--- config.mk ---
export PLATFORM = sky130hd
export DESIGN_NAME = execute_stage_flat
export DESIGN_NICKNAME = d
export VERILOG_FILES = /design/src/rtl/execute_stage_if.sv /design/src/rtl/execute_stage.sv /design/src/flat_wrapper.sv
export SDC_FILE = /design/constraint.sdc
export NUM_CORES = 1
export LEC_CHECK = 0
export CAP_MARGIN = 0
export CORE_MARGIN = 1
export CORE_UTILIZATION = 25
export DETAILED_ROUTE_END_ITERATION = 10
export GPL_TIMING_DRIVEN = 0
export PLACE_DENSITY = 0.46
export SETUP_SLACK_MARGIN = 0.15
export SYNTH_ARGS = -nofsm -noshare
export SYNTH_HDL_FRONTEND = slang
export SYNTH_SLANG_ARGS = --single-unit
--- constraint.sdc ---
create_clock -name clock -period 4.2 [get_ports clock]
set_input_delay 0.42 -clock clock [delete_from_list [all_inputs] [get_ports clock]]
set_output_delay 0.42 -clock clock [all_outputs]
set_load 0.005 [all_outputs]
--- src/rtl/execute_stage_if.sv ---
// Decoder-to-execute bundle and execute-stage outputs (write port, jump redirect, flush).
// No backpressure: the stage accepts a bundle every cycle; out_flush tells upstream to squash.
interface execute_stage_if #(
    parameter int IALU_WORD_WIDTH = 16,
    parameter int REG_IDX_WIDTH   = 4,
    parameter int PC_WIDTH        = 12,
    parameter int CNT_WIDTH       = 16
);
    logic [REG_IDX_WIDTH-1:0]   in_res_reg_idx;
    logic [IALU_WORD_WIDTH-1:0] in_src1;
    logic [IALU_WORD_WIDTH-1:0] in_src2;
    logic                       in_act_ialu_add;
    logic                       in_act_incr_pc_is_res;
    logic                       in_act_jump_to_ialu_res;
    logic                       in_act_write_res_to_reg;
    logic [PC_WIDTH-1:0]        in_pc;

    logic [IALU_WORD_WIDTH-1:0] out_ialu_res;
    logic                       out_wr_en;
    logic [REG_IDX_WIDTH-1:0]   out_wr_idx;
    logic [IALU_WORD_WIDTH-1:0] out_wr_data;
    logic                       out_jump;
    logic [PC_WIDTH-1:0]        out_jump_target;
    logic                       out_flush;
    logic [CNT_WIDTH-1:0]       out_jump_count;

    modport master (
        output in_res_reg_idx, in_src1, in_src2, in_act_ialu_add, in_act_incr_pc_is_res,
               in_act_jump_to_ialu_res, in_act_write_res_to_reg, in_pc,
        input  out_ialu_res, out_wr_en, out_wr_idx, out_wr_data, out_jump,
               out_jump_target, out_flush, out_jump_count
    );

    modport slave (
        input  in_res_reg_idx, in_src1, in_src2, in_act_ialu_add, in_act_incr_pc_is_res,
               in_act_jump_to_ialu_res, in_act_write_res_to_reg, in_pc,
        output out_ialu_res, out_wr_en, out_wr_idx, out_wr_data, out_jump,
               out_jump_target, out_flush, out_jump_count
    );
endinterface

--- src/rtl/execute_stage.sv ---
// Integer execute stage: registers the decoded bundle, adds, forms link value,
// drives the register write port and jump redirect, and flushes the wrong path.
module execute_stage #(
    parameter int IALU_WORD_WIDTH = 16,
    parameter int REG_IDX_WIDTH   = 4,
    parameter int PC_WIDTH        = 12,
    parameter int FLUSH_CYCLES    = 2,
    parameter int CNT_WIDTH       = 16
) (
    input logic            clock,
    input logic            reset,
    execute_stage_if.slave bus
);
    localparam int FC_W = (FLUSH_CYCLES > 1) ? $clog2(FLUSH_CYCLES) : 1;

    logic [REG_IDX_WIDTH-1:0]   res_reg_idx_q;
    logic [IALU_WORD_WIDTH-1:0] src1_q;
    logic [IALU_WORD_WIDTH-1:0] src2_q;
    logic [PC_WIDTH-1:0]        pc_q;
    logic                       act_ialu_add_q;
    logic                       act_incr_pc_is_res_q;
    logic                       act_jump_to_ialu_res_q;
    logic                       act_write_res_to_reg_q;
    logic [FC_W-1:0]            flush_cnt;
    logic [CNT_WIDTH-1:0]       jump_count;

    logic [IALU_WORD_WIDTH-1:0] ialu_res;
    logic [PC_WIDTH-1:0]        pc_plus_one;
    logic [IALU_WORD_WIDTH-1:0] link_value;
    logic                       jump;
    logic                       flush;

    always_comb begin
        ialu_res    = act_ialu_add_q ? (src1_q + src2_q) : '0;
        pc_plus_one = pc_q + 1'b1;
        link_value  = IALU_WORD_WIDTH'(pc_plus_one);
        jump        = act_jump_to_ialu_res_q;
        flush       = jump | (flush_cnt != '0);
    end

    // Operands, index and pc always load; only the actions are squashed on flush.
    always_ff @(posedge clock or posedge reset) begin
        if (reset) begin
            res_reg_idx_q          <= '0;
            src1_q                 <= '0;
            src2_q                 <= '0;
            pc_q                   <= '0;
            act_ialu_add_q         <= 1'b0;
            act_incr_pc_is_res_q   <= 1'b0;
            act_jump_to_ialu_res_q <= 1'b0;
            act_write_res_to_reg_q <= 1'b0;
        end else begin
            res_reg_idx_q          <= bus.in_res_reg_idx;
            src1_q                 <= bus.in_src1;
            src2_q                 <= bus.in_src2;
            pc_q                   <= bus.in_pc;
            act_ialu_add_q         <= bus.in_act_ialu_add & ~flush;
            act_incr_pc_is_res_q   <= bus.in_act_incr_pc_is_res & ~flush;
            act_jump_to_ialu_res_q <= bus.in_act_jump_to_ialu_res & ~flush;
            act_write_res_to_reg_q <= bus.in_act_write_res_to_reg & ~flush;
        end
    end

    // The jump cycle itself is the first flush cycle, so the counter covers the rest.
    always_ff @(posedge clock or posedge reset) begin
        if (reset) begin
            flush_cnt  <= '0;
            jump_count <= '0;
        end else begin
            if (jump) begin
                flush_cnt  <= FC_W'(FLUSH_CYCLES - 1);
                jump_count <= jump_count + 1'b1;
            end else if (flush_cnt != '0) begin
                flush_cnt <= flush_cnt - 1'b1;
            end
        end
    end

    always_comb begin
        bus.out_ialu_res    = ialu_res;
        bus.out_wr_en       = act_write_res_to_reg_q;
        bus.out_wr_idx      = res_reg_idx_q;
        bus.out_wr_data     = act_incr_pc_is_res_q ? link_value : ialu_res;
        bus.out_jump        = jump;
        bus.out_jump_target = ialu_res[PC_WIDTH-1:0];
        bus.out_flush       = flush;
        bus.out_jump_count  = jump_count;
    end
endmodule

--- src/flat_wrapper.sv ---
// flat-port wrapper written by rule: the top's interface ports become plain ports
module execute_stage_flat 
#(
    parameter int IALU_WORD_WIDTH = 16,
    parameter int REG_IDX_WIDTH   = 4,
    parameter int PC_WIDTH        = 12,
    parameter int FLUSH_CYCLES    = 2,
    parameter int CNT_WIDTH       = 16
)
  (clock, reset, bus_in_res_reg_idx, bus_in_src1, bus_in_src2, bus_in_act_ialu_add, bus_in_act_incr_pc_is_res, bus_in_act_jump_to_ialu_res, bus_in_act_write_res_to_reg, bus_in_pc, bus_out_ialu_res, bus_out_wr_en, bus_out_wr_idx, bus_out_wr_data, bus_out_jump, bus_out_jump_target, bus_out_flush, bus_out_jump_count);
  execute_stage_if #(.IALU_WORD_WIDTH(IALU_WORD_WIDTH), .REG_IDX_WIDTH(REG_IDX_WIDTH), .PC_WIDTH(PC_WIDTH), .CNT_WIDTH(CNT_WIDTH)) bus_i ();
  input logic clock;
  input logic reset;
  input wire logic [$bits(bus_i.in_res_reg_idx)-1:0] bus_in_res_reg_idx;
  input wire logic [$bits(bus_i.in_src1)-1:0] bus_in_src1;
  input wire logic [$bits(bus_i.in_src2)-1:0] bus_in_src2;
  input wire logic [$bits(bus_i.in_act_ialu_add)-1:0] bus_in_act_ialu_add;
  input wire logic [$bits(bus_i.in_act_incr_pc_is_res)-1:0] bus_in_act_incr_pc_is_res;
  input wire logic [$bits(bus_i.in_act_jump_to_ialu_res)-1:0] bus_in_act_jump_to_ialu_res;
  input wire logic [$bits(bus_i.in_act_write_res_to_reg)-1:0] bus_in_act_write_res_to_reg;
  input wire logic [$bits(bus_i.in_pc)-1:0] bus_in_pc;
  output wire logic [$bits(bus_i.out_ialu_res)-1:0] bus_out_ialu_res;
  output wire logic [$bits(bus_i.out_wr_en)-1:0] bus_out_wr_en;
  output wire logic [$bits(bus_i.out_wr_idx)-1:0] bus_out_wr_idx;
  output wire logic [$bits(bus_i.out_wr_data)-1:0] bus_out_wr_data;
  output wire logic [$bits(bus_i.out_jump)-1:0] bus_out_jump;
  output wire logic [$bits(bus_i.out_jump_target)-1:0] bus_out_jump_target;
  output wire logic [$bits(bus_i.out_flush)-1:0] bus_out_flush;
  output wire logic [$bits(bus_i.out_jump_count)-1:0] bus_out_jump_count;
  assign bus_i.in_res_reg_idx = bus_in_res_reg_idx;
  assign bus_i.in_src1 = bus_in_src1;
  assign bus_i.in_src2 = bus_in_src2;
  assign bus_i.in_act_ialu_add = bus_in_act_ialu_add;
  assign bus_i.in_act_incr_pc_is_res = bus_in_act_incr_pc_is_res;
  assign bus_i.in_act_jump_to_ialu_res = bus_in_act_jump_to_ialu_res;
  assign bus_i.in_act_write_res_to_reg = bus_in_act_write_res_to_reg;
  assign bus_i.in_pc = bus_in_pc;
  assign bus_out_ialu_res = bus_i.out_ialu_res;
  assign bus_out_wr_en = bus_i.out_wr_en;
  assign bus_out_wr_idx = bus_i.out_wr_idx;
  assign bus_out_wr_data = bus_i.out_wr_data;
  assign bus_out_jump = bus_i.out_jump;
  assign bus_out_jump_target = bus_i.out_jump_target;
  assign bus_out_flush = bus_i.out_flush;
  assign bus_out_jump_count = bus_i.out_jump_count;
  execute_stage #(.IALU_WORD_WIDTH(IALU_WORD_WIDTH), .REG_IDX_WIDTH(REG_IDX_WIDTH), .PC_WIDTH(PC_WIDTH), .FLUSH_CYCLES(FLUSH_CYCLES), .CNT_WIDTH(CNT_WIDTH)) u_core (.clock(clock), .reset(reset), .bus(bus_i));
endmodule
==> results of run 1 <==
[stage by stage]
step	cell area, um^2	hold slack (ps)
3_3_place_gp	4751	463.5
3_5_place_dp	4753	479.9
6_report	5030	475.4
5_1_grt	5030	500.3
4_1_cts	5030	487.9
2_1_floorplan	3334	451.4
[worst max-delay path by stage]
stage / startpoint / end / cells after the start
final: u_core.src2_q[0] / bus_out_wr_data[10] / 10
after global routing: u_core.src2_q[0] / bus_out_wr_data[10] / 10
after CTS: u_core.src2_q[0] / bus_out_wr_data[10] / 10
after detailed placement: u_core.src2_q[0] / bus_out_wr_data[10] / 10
after global placement: reset / u_core.pc_q[4] / 2
after floorplan: u_core.src2_q[0] / bus_out_wr_data[10] / 9
[sequential cells by signal, indices dropped and copies added, names as in the netlist]
signal                       flops
u_core.bus.out_jump_count       16
u_core.src1_q                   16
u_core.src2_q                   16
u_core.pc_q                     12
u_core.bus.out_wr_idx            4
u_core.act_ialu_add_q            1
u_core.act_incr_pc_is_res_q      1
u_core.bus.out_jump              1
u_core.bus.out_wr_en             1
u_core.flush_cnt                 1
[metal layers]
layer	track usage, %	up-vias	routed length (um)
li1	-	1303	-
met1	16.52	1285	3717
met2	21.49	97	4005
met3	6.202	11	843
met4	5.849	0	146
met5	0	-	0
[cell families after synthesis]
family,after synthesis,share of synthesized area [%]
simple gates,103,14.86
flops,69,51.78
compound gates,48,10.32
xor+xnor,38,9.981
buf+inv,27,4.390
fa+ha+maj,18,6.979
mux,5,1.688
[worst reg2reg max path, cell delays in order (launching register included)]
cell                      delay, ps
sky130_fd_sc_hd__dfrtp_1        500
sky130_fd_sc_hd__and3_1         250
sky130_fd_sc_hd__nand4_1        240
sky130_fd_sc_hd__nor2_1         280
sky130_fd_sc_hd__nand4_1        150
sky130_fd_sc_hd__xnor2_1        150
[cell type report]
cell class	instances	area, um^2	share of cell area, %
Buffer	16	105.1	2.090
Sequential cell	69	1727	34.33
Clock buffer	11	242.7	4.826
Clock inverter	5	33.78	0.6716
Inverter	11	43.79	0.8706
Timing Repair Buffer	120	1201	23.88
Multi-Input combinational cell	212	1461	29.05
Tap cell	172	215.2	4.279
[layout by cell type, fill, tap and decap left out, types with 2 or more instances in the layout]
| cell type | netlist | layout |
|---|---|---|
| sky130_fd_sc_hd__a211oi_1 | 3 | 3 |
| sky130_fd_sc_hd__a21oi_1 | 16 | 16 |
| sky130_fd_sc_hd__a31o_2 | 2 | 2 |
| sky130_fd_sc_hd__a31oi_1 | 3 | 3 |
| sky130_fd_sc_hd__and2_1 | 8 | 8 |
| sky130_fd_sc_hd__and3_1 | 5 | 5 |
| sky130_fd_sc_hd__buf_4 | 12 | 12 |
| sky130_fd_sc_hd__clkbuf_1 | 3 | 4 |
| sky130_fd_sc_hd__clkbuf_16 | 0 | 9 |
| sky130_fd_sc_hd__clkdlybuf4s50_1 | 0 | 120 |
| sky130_fd_sc_hd__clkinv_2 | 0 | 2 |
| sky130_fd_sc_hd__clkinvlp_4 | 0 | 2 |
| sky130_fd_sc_hd__dfrtp_1 | 69 | 69 |
| sky130_fd_sc_hd__ha_1 | 17 | 17 |
| sky130_fd_sc_hd__inv_1 | 11 | 10 |
| sky130_fd_sc_hd__mux2_2 | 5 | 5 |
| sky130_fd_sc_hd__nand2_1 | 28 | 28 |
| sky130_fd_sc_hd__nand2b_1 | 2 | 2 |
| sky130_fd_sc_hd__nand3_1 | 9 | 9 |
| sky130_fd_sc_hd__nand4_1 | 8 | 8 |
| sky130_fd_sc_hd__nor2_1 | 31 | 31 |
| sky130_fd_sc_hd__nor2b_1 | 2 | 2 |
| sky130_fd_sc_hd__nor3_1 | 5 | 5 |
| sky130_fd_sc_hd__nor3b_2 | 2 | 2 |
| sky130_fd_sc_hd__o21ai_0 | 6 | 6 |
| sky130_fd_sc_hd__o21ai_1 | 4 | 4 |
| sky130_fd_sc_hd__o31ai_1 | 4 | 4 |
| sky130_fd_sc_hd__xnor2_1 | 25 | 25 |
| sky130_fd_sc_hd__xor2_1 | 13 | 13 |
[where the power goes]
group | leakage, nW | switching [mW] | internal, mW | total, mW
registers | 0.837 | 0.0491 | 0.721 | 0.770
clock network | 0.132 | 0.289 | 0.415 | 0.704
logic | 1.11 | 0.201 | 0.289 | 0.489
==> reports/results.env, run 1 <==
STATUS='finished clean'
INITIAL_CORE_UTILIZATION_PCT=26.00
POST_SYNTH_MAIN_AREA_CONTRIBUTORS='sky130_fd_sc_hd__dfrtp_1 (52%), sky130_fd_sc_hd__xnor2_1 (6.6%), sky130_fd_sc_hd__ha_1 (6.4%)'
WORST_TRAN_PIN_VALUE_PS=988.5
FIRST_ITER_VIOLATIONS=89
SYNTH_CELLS=308
PERIOD_MINUS_SLACK_PS=3524
DETAILROUTE.VIA_COUNT=2696
DETAIL-ROUTE-ANTENNA-NETS=0
INSERTION_DELAY_PS=340
HOLDCRITSTARTPOINT='u_core.bus.out_jump_count[15]'
REPORT.FINAL.HOLD_VIOL_COUNT=0
CLOCK_SKEW_PS=3.136
FLOORPLAN.CORE_AREA_UM2=12820
FINALWIRELENGTH_MM=8.713
ANTENNA_VIOLATIONS_BEFORE_REPAIR=0
FIRST_GLOBAL_VIAS=2804
POWER.STATIC_LEAKAGE_nW=2.080
CRIT_PATH_MAX_DELAY_CELL_TYPE='sky130_fd_sc_hd__clkdlybuf4s50_1'
GLOBAL_ROUTE.USAGE.TOTAL_PCT=13.83
WORST_SLACK_PS=676.2
POST-PLACE-CELLS=600
POST_CTS_RESIZE_COUNT=0
AVGVIACOUNTPERCELL=4.377
HOLD_DEPTH=1
ROUTE.DETAILED.WL_PER_INST_UM=14.14
SLEW_HEADROOM_PCT=32.39
POST-ROUTE-UTIL_PCT=39.22
IO_PINS=121
MAX_FREQ_GHz=0.2838
YS_DOMINANT_REG_CELL='sky130_fd_sc_hd__dfrtp_1'
YOSYS.CELL_TYPES.COUNT=40
SYNTH_EDF_COUNT=0
CRITICAL_PATH.MAX_STAGE_DELAY_PS=520
CTS.HTREE.LEVELS=3
TOTALNEGATIVESETUPSLACK_PS=0
WORST_HOLD_PATH_TYPE='reg -> reg'
HOLDBUFCOUNTCTS=0
DIEWIDTH_UM=117.5
CTS_SETUP_BUFFERS=0
HPWLAFTERDP_MM=6.743
PORT_BUFFERS=120
TRITONCTS='yes'
TIMING.REG2REG.WORST_PATH_DEPTH=5
REG2REG_START='u_core.bus.out_jump'
HOLD-PATH-ENDPOINT='u_core.bus.out_jump_count[15]'
CRIT_BUF_INV=2
NNETSFINAL=511
NUM-FILL-CELLS=1308
TRITONCTS_NUM_SINKS=69
SYNTH-SEQ-AREA-SHARE_PCT=51.78
AREA.GROWTH.SYNTH_TO_FINAL_PCT=50.84
GP_CONGESTION=0.7868
CRIT_PATH_CELL_TRACE='ha_1 -> inv_1 -> fa_1 -> and2b_2 -> o2111ai_4 -> a211oi_4 -> nor3_1 -> nor3b_2 -> mux2_2 -> clkdlybuf4s50_1'
WORSTREG2REGEND='u_core.bus.out_jump_count[13]'
CPLARGESTDELAYFAMILY='simple AND/OR/NAND/NOR gates'
LAYOUT-DRIVE-GT1-SHARE_PCT=9.685
ANTENNA_CELLS_INSERTED=0
PLACE_WORST_SETUP_SLACK_PS=1004
SYNTH_TOP_CELL_BY_AREA='sky130_fd_sc_hd__dfrtp_1'
POSTSYNTHREGISTERBITS=69
MAXIMUM_NUMBER_OF_PINS_ON_ONE_NET_BEFORE_GLOBAL_ROUTE_REPAIR=70
SETUP_VIOLATIONS=0
CLOCK_TREE.BUFFER_DEPTH=2
SYNTH_TOP_CELL_AREA_SHARE_PCT=51.78
TIMING_WORST_SETUP_PATH_TYPE='reg -> out'
CP-START-KIND='flop'
WORST_IR_DROP_VDD_uV=257.3
CLK_TRANSITION_REPORTED_PATHS_PS=60
SYNTHESIS.YOSYS.WARNINGS=0
FINAL_MAX_SLEW_VIOL_COUNT=0
SYN_NETS=380
GRT_REMAINING_OVERFLOW=0
CRITICAL_PATH.ENDPOINT_TYPE='output pin'
INTERNAL_REG_TO_REG_SETUP_SLACK_PS=2520
SYNTH.MOST_COMMON_CELL='sky130_fd_sc_hd__dfrtp_1'
MIN_PERIOD_OVER_PERIOD_PCT=83.90
CP_MAX_FO=4
FLOORPLAN.ROWS=41
MAPPEDNETLISTAREA_UM2=3334
PROPORTION_OF_SYNTHESIZED_FLIP_FLOPS_HAVING_ASYNCHRONOUS_SET_OR_RESET_PCT=100.0
REPORT.POWER.TOTAL_mW=1.963
CRIT_REQUIRED_PS=3780
ROOT_BUFFER_CELL='sky130_fd_sc_hd__clkbuf_16'
SYN-MEAN-INSTANCE-AREA_UM2=10.83
DIE_OUTLINE_AREA_UM2=13800
WORSTPATHARRIVAL_PS=3100
POWERDENSITY_nW_PER_UM2=390.3
DRC=0
SETUP_REPAIR_AFTER_GLOBAL_ROUTING_MISSED_ITS_MARGIN='false'
CAP_VIOLATIONS=0
DRT_FIRST_PASS_ITERS=4
LAYOUTNONFILLERINSTCOUNT=616
TRITONCTS.NUM_BUFFERS=9
NETLIST_TOP_CELLS_COUNT='sky130_fd_sc_hd__dfrtp_1 (69), sky130_fd_sc_hd__nor2_1 (31), sky130_fd_sc_hd__nand2_1 (28)'
CHIPHEIGHT_UM=117.5
GRT_PASS1_WL_MM=14.66
(Power assumes the default switching activity.)
==> inputs of run 2 (changes only) <==
--- a/config.mk
+++ b/config.mk
@@ -10,7 +10,7 @@
 export CORE_UTILIZATION = 25
 export DETAILED_ROUTE_END_ITERATION = 10
 export GPL_TIMING_DRIVEN = 0
-export PLACE_DENSITY = 0.46
+export PLACE_DENSITY = 0.48
 export SETUP_SLACK_MARGIN = 0.15
 export SYNTH_ARGS = -nofsm -noshare
 export SYNTH_HDL_FRONTEND = slang
==> constraint.sdc (replaced) <==
create_clock -name clock -period 3.15 [get_ports clock]
set_input_delay 0.315 -clock clock [delete_from_list [all_inputs] [get_ports clock]]
set_output_delay 0.315 -clock clock [all_outputs]
set_load 0.005 [all_outputs]
==> run 2 against run 1 <==
Effect of this change: cell count up 2.6%; clock power up 56%; non-clock buffer count up 16; sequential share of layout area down 2.5 points; clock-buffer cell count unchanged; hold slack worse by 67 ps.
==> reports/results.env, run 2 (synthesis results as in run 1) <==
MET3_DEMAND_TO_CAPACITY_SHARE_IN_GLOBAL_ROUTING_PCT=6.638  # +0.44 points
TIMING_WORST_SETUP_PATH_TYPE='reg -> out'
FLOORPLAN.CORE_AREA_UM2=12820  # unchanged
CRIT_REQUIRED_PS=2830  # -950 ps
LAYOUT-DRIVE-GT1-SHARE_PCT=22.17  # +12 points
CRIT_PATH_CELL_TRACE='ha_2 -> inv_2 -> fa_2 -> and2b_2 -> o2111ai_4 -> a211oi_2 -> nor3b_2 -> xnor2_1 -> buf_4 -> buf_6 -> and3_4 -> clkbuf_2'
WORST_IR_DROP_VDD_uV=301.0  # +17%
WORST_TRAN_PIN_VALUE_PS=846.8  # -141.7 ps
TRITONCTS='yes'
GRT_PASS1_WL_MM=14.86  # +1.3%
CP-START-KIND='flop'
LAYOUTNONFILLERINSTCOUNT=632  # +2.6%
PORT_BUFFERS=120  # unchanged
DETAILROUTE.VIA_COUNT=2760  # +2.4%
DETAIL-ROUTE-ANTENNA-NETS=0  # unchanged
AREA.GROWTH.SYNTH_TO_FINAL_PCT=62.51
MIN_PERIOD_OVER_PERIOD_PCT=97.44
PLACED_AREA_UM2=4753  # unchanged
ROUTE.DETAILED.WL_PER_INST_UM=14.43  # +2.0%
CRITICAL_PATH.MAX_STAGE_DELAY_PS=350  # -170 ps
SETUP_VIOLATIONS=0  # unchanged
CLOCK_TREE.BUFFER_DEPTH=2  # unchanged
HPWLAFTERDP_MM=6.679  # -0.96%
MULTI_INPUT_AREA_UM2=1705  # +17%
CHIPHEIGHT_UM=117.5  # unchanged
STATUS='finished clean'
WORST_HOLD_PATH_TYPE='in -> reg'
USE_MET1_PCT=16.83  # +0.31 points
REPORT.FINAL.HOLD_VIOL_COUNT=0  # unchanged
TRITONCTS_NUM_SINKS=69  # unchanged
ANTENNA_CELLS_INSERTED=0  # unchanged
CP_MAX_FO=4  # unchanged
DRT_FIRST_PASS_ITERS=4  # unchanged
CTS.HTREE.LEVELS=3  # unchanged
WORSTPATHARRIVAL_PS=2750  # -350 ps
GP_CONGESTION=0.7821  # -0.60%
LAYOUT.CELLS.MOST_COMMON='sky130_fd_sc_hd__clkdlybuf4s50_1'
GR-USAGE-MET2_PCT=22.00  # +0.52 points
CAP_VIOLATIONS=0  # unchanged
CRIT_BUF_INV=4  # +2
MAX_FREQ_GHz=0.3258
INITIAL_CORE_UTILIZATION_PCT=26.00  # unchanged
FLOORPLAN.ROWS=41  # unchanged
CRIT_PATH_MAX_DELAY_CELL_TYPE='sky130_fd_sc_hd__fa_2'
TOTALNEGATIVESETUPSLACK_PS=0  # unchanged
SEQUENTIAL_STANDARD_CELL_AREA_UM2=1727  # unchanged
DIE_OUTLINE_AREA_UM2=13800  # unchanged
CPLARGESTDELAYFAMILY='adder cells'
NNETSFINAL=527  # +3.1%
SETUP_REPAIR_AFTER_GLOBAL_ROUTING_MISSED_ITS_MARGIN='true'
PERIOD_MINUS_SLACK_PS=3069
AVGVIACOUNTPERCELL=4.367  # -0.22%
FINAL_CELL_MIX='sky130_fd_sc_hd__clkdlybuf4s50_1 (102), sky130_fd_sc_hd__dfrtp_1 (69), sky130_fd_sc_hd__nand2_1 (28)'
FINAL_MAX_SLEW_VIOL_COUNT=0  # unchanged
ANTENNA_VIOLATIONS_BEFORE_REPAIR=0  # unchanged
POWER.STATIC_LEAKAGE_nW=2.284  # +9.9%
TRITONCTS.NUM_BUFFERS=9  # unchanged
ROOT_BUFFER_CELL='sky130_fd_sc_hd__clkbuf_16'
CLOCK_SKEW_PS=3.646  # +0.5098 ps
GRT_REMAINING_OVERFLOW=0  # unchanged
POST-ROUTE-UTIL_PCT=42.25  # +3.0 points
INSERTION_DELAY_PS=340  # about the same
FIRST_ITER_VIOLATIONS=119  # +34%
FINALWIRELENGTH_MM=9.121  # +4.7%
DRC=0  # unchanged
CLK_TRANSITION_REPORTED_PATHS_PS=60  # about the same
POWERDENSITY_nW_PER_UM2=528.8  # +35%
MAXIMUM_NUMBER_OF_PINS_ON_ONE_NET_BEFORE_GLOBAL_ROUTE_REPAIR=70  # unchanged
IO_PINS=121  # unchanged
SLEW_HEADROOM_PCT=43.55  # +11 points
DIEWIDTH_UM=117.5  # unchanged
BUSIEST_GRT_LAYER='met2'
FIRST_GLOBAL_VIAS=2915  # +4.0%
POST-PLACE-CELLS=600  # unchanged
NUM-FILL-CELLS=1281  # -2.1%
CRITICAL_PATH.ENDPOINT_TYPE='output pin'
FINAL_CELL_AREA_UM2=5419  # +7.7%
REPORT.POWER.TOTAL_mW=2.865  # +46%
INTERNAL_REG_TO_REG_SETUP_SLACK_PS=1480  # -1040 ps
GLOBAL_ROUTE.USAGE.TOTAL_PCT=13.99  # +0.16 points
## run 2: area by class of cell
type	instances	share of cell area, %
plain buffers	16	2.009
clock buffers	11	4.479
flip-flops and latches	69	31.86
multi-input cells	212	31.47
inverters	11	0.8081
repair buffers	136	23.90
well taps	172	3.971
clock inverters	5	1.501
## run 2: worst reg2reg max path, cell delays in order, from the launching register on
cell and delay, ps:
sky130_fd_sc_hd__dfrtp_1 490, sky130_fd_sc_hd__and3_1 250, sky130_fd_sc_hd__nand4_1 250, sky130_fd_sc_hd__nor2_1 270, sky130_fd_sc_hd__nand4_1 150, sky130_fd_sc_hd__xnor2_1 150
## run 2: final timing paths
kind	start	end	depth (start not counted)
max	u_core.src2_q[0]	bus_out_wr_data[12]	12
min	bus_in_src2[4]	u_core.src2_q[4]	1
max reg2reg	u_core.bus.out_jump	u_core.bus.out_jump_count[13]	5
min reg2reg	u_core.bus.out_jump_count[15]	u_core.bus.out_jump_count[15]	1
max in group asynchronous	reset	u_core.src1_q[14]	2
min in group asynchronous	reset	u_core.src2_q[5]	2
## run 2: repair_timing
| action | in CTS | in global routing |
|---|---|---|
| setup endpoints to repair | 31 | 23 |
| hold buffers | 0 | 0 |
| resized for setup | 75 | 22 |
| pin swaps | 25 | 10 |
| buffers inserted | 14 | 2 |
| cloned | 0 | 0 |
## run 2: routing by layer
metal / part of all wire (%) / up-vias
met5: 0 / -
met4: 1.2 / 0
met3: 8.8 / 10
met2: 47 / 100
met1: 43 / 1317
li1: - / 1333
## run 2: power by group
part | internal, mW | total (mW) | switching [mW]
logic | 0.432 | 0.737 | 0.304
registers | 0.961 | 1.03 | 0.0698
clock network | 0.716 | 1.10 | 0.382
## run 2: through the flow
stage | setup slack [ps] | hold slack (ps)
3_3_place_gp | -127.2 | 464.7
4_1_cts | 5.477 | 394.1
5_1_grt | -74.20 | 393.6
2_1_floorplan | 766.0 | 346.4
6_report | 80.77 | 408.6
3_5_place_dp | 12.73 | 466.7
==> inputs of run 3 (changes only) <==
--- a/config.mk
+++ b/config.mk
@@ -10,7 +10,7 @@
 export CORE_UTILIZATION = 25
 export DETAILED_ROUTE_END_ITERATION = 10
 export GPL_TIMING_DRIVEN = 0
-export PLACE_DENSITY = 0.48
+export PLACE_DENSITY = 0.46
 export SETUP_SLACK_MARGIN = 0.15
 export SYNTH_ARGS = -nofsm -noshare
 export SYNTH_HDL_FRONTEND = slang
==> constraint.sdc (replaced) <==
create_clock -name clock -period 4 [get_ports clock]
set_input_delay 0.4 -clock clock [delete_from_list [all_inputs] [get_ports clock]]
set_output_delay 0.4 -clock clock [all_outputs]
set_load 0.005 [all_outputs]
==> results of run 3 <==
Same layout as run 1 (identical final DEF). Status: finished clean.
Among the figures that moved: setup slack after placement 1004 ps -> 823.7 ps; setup slack after layout 676.2 ps -> 496.2 ps; register-to-register setup slack 2520 ps -> 2320 ps; total power 1.963 mW -> 2.061 mW; worst IR drop on VDD 257.3 uV -> 270.2 uV
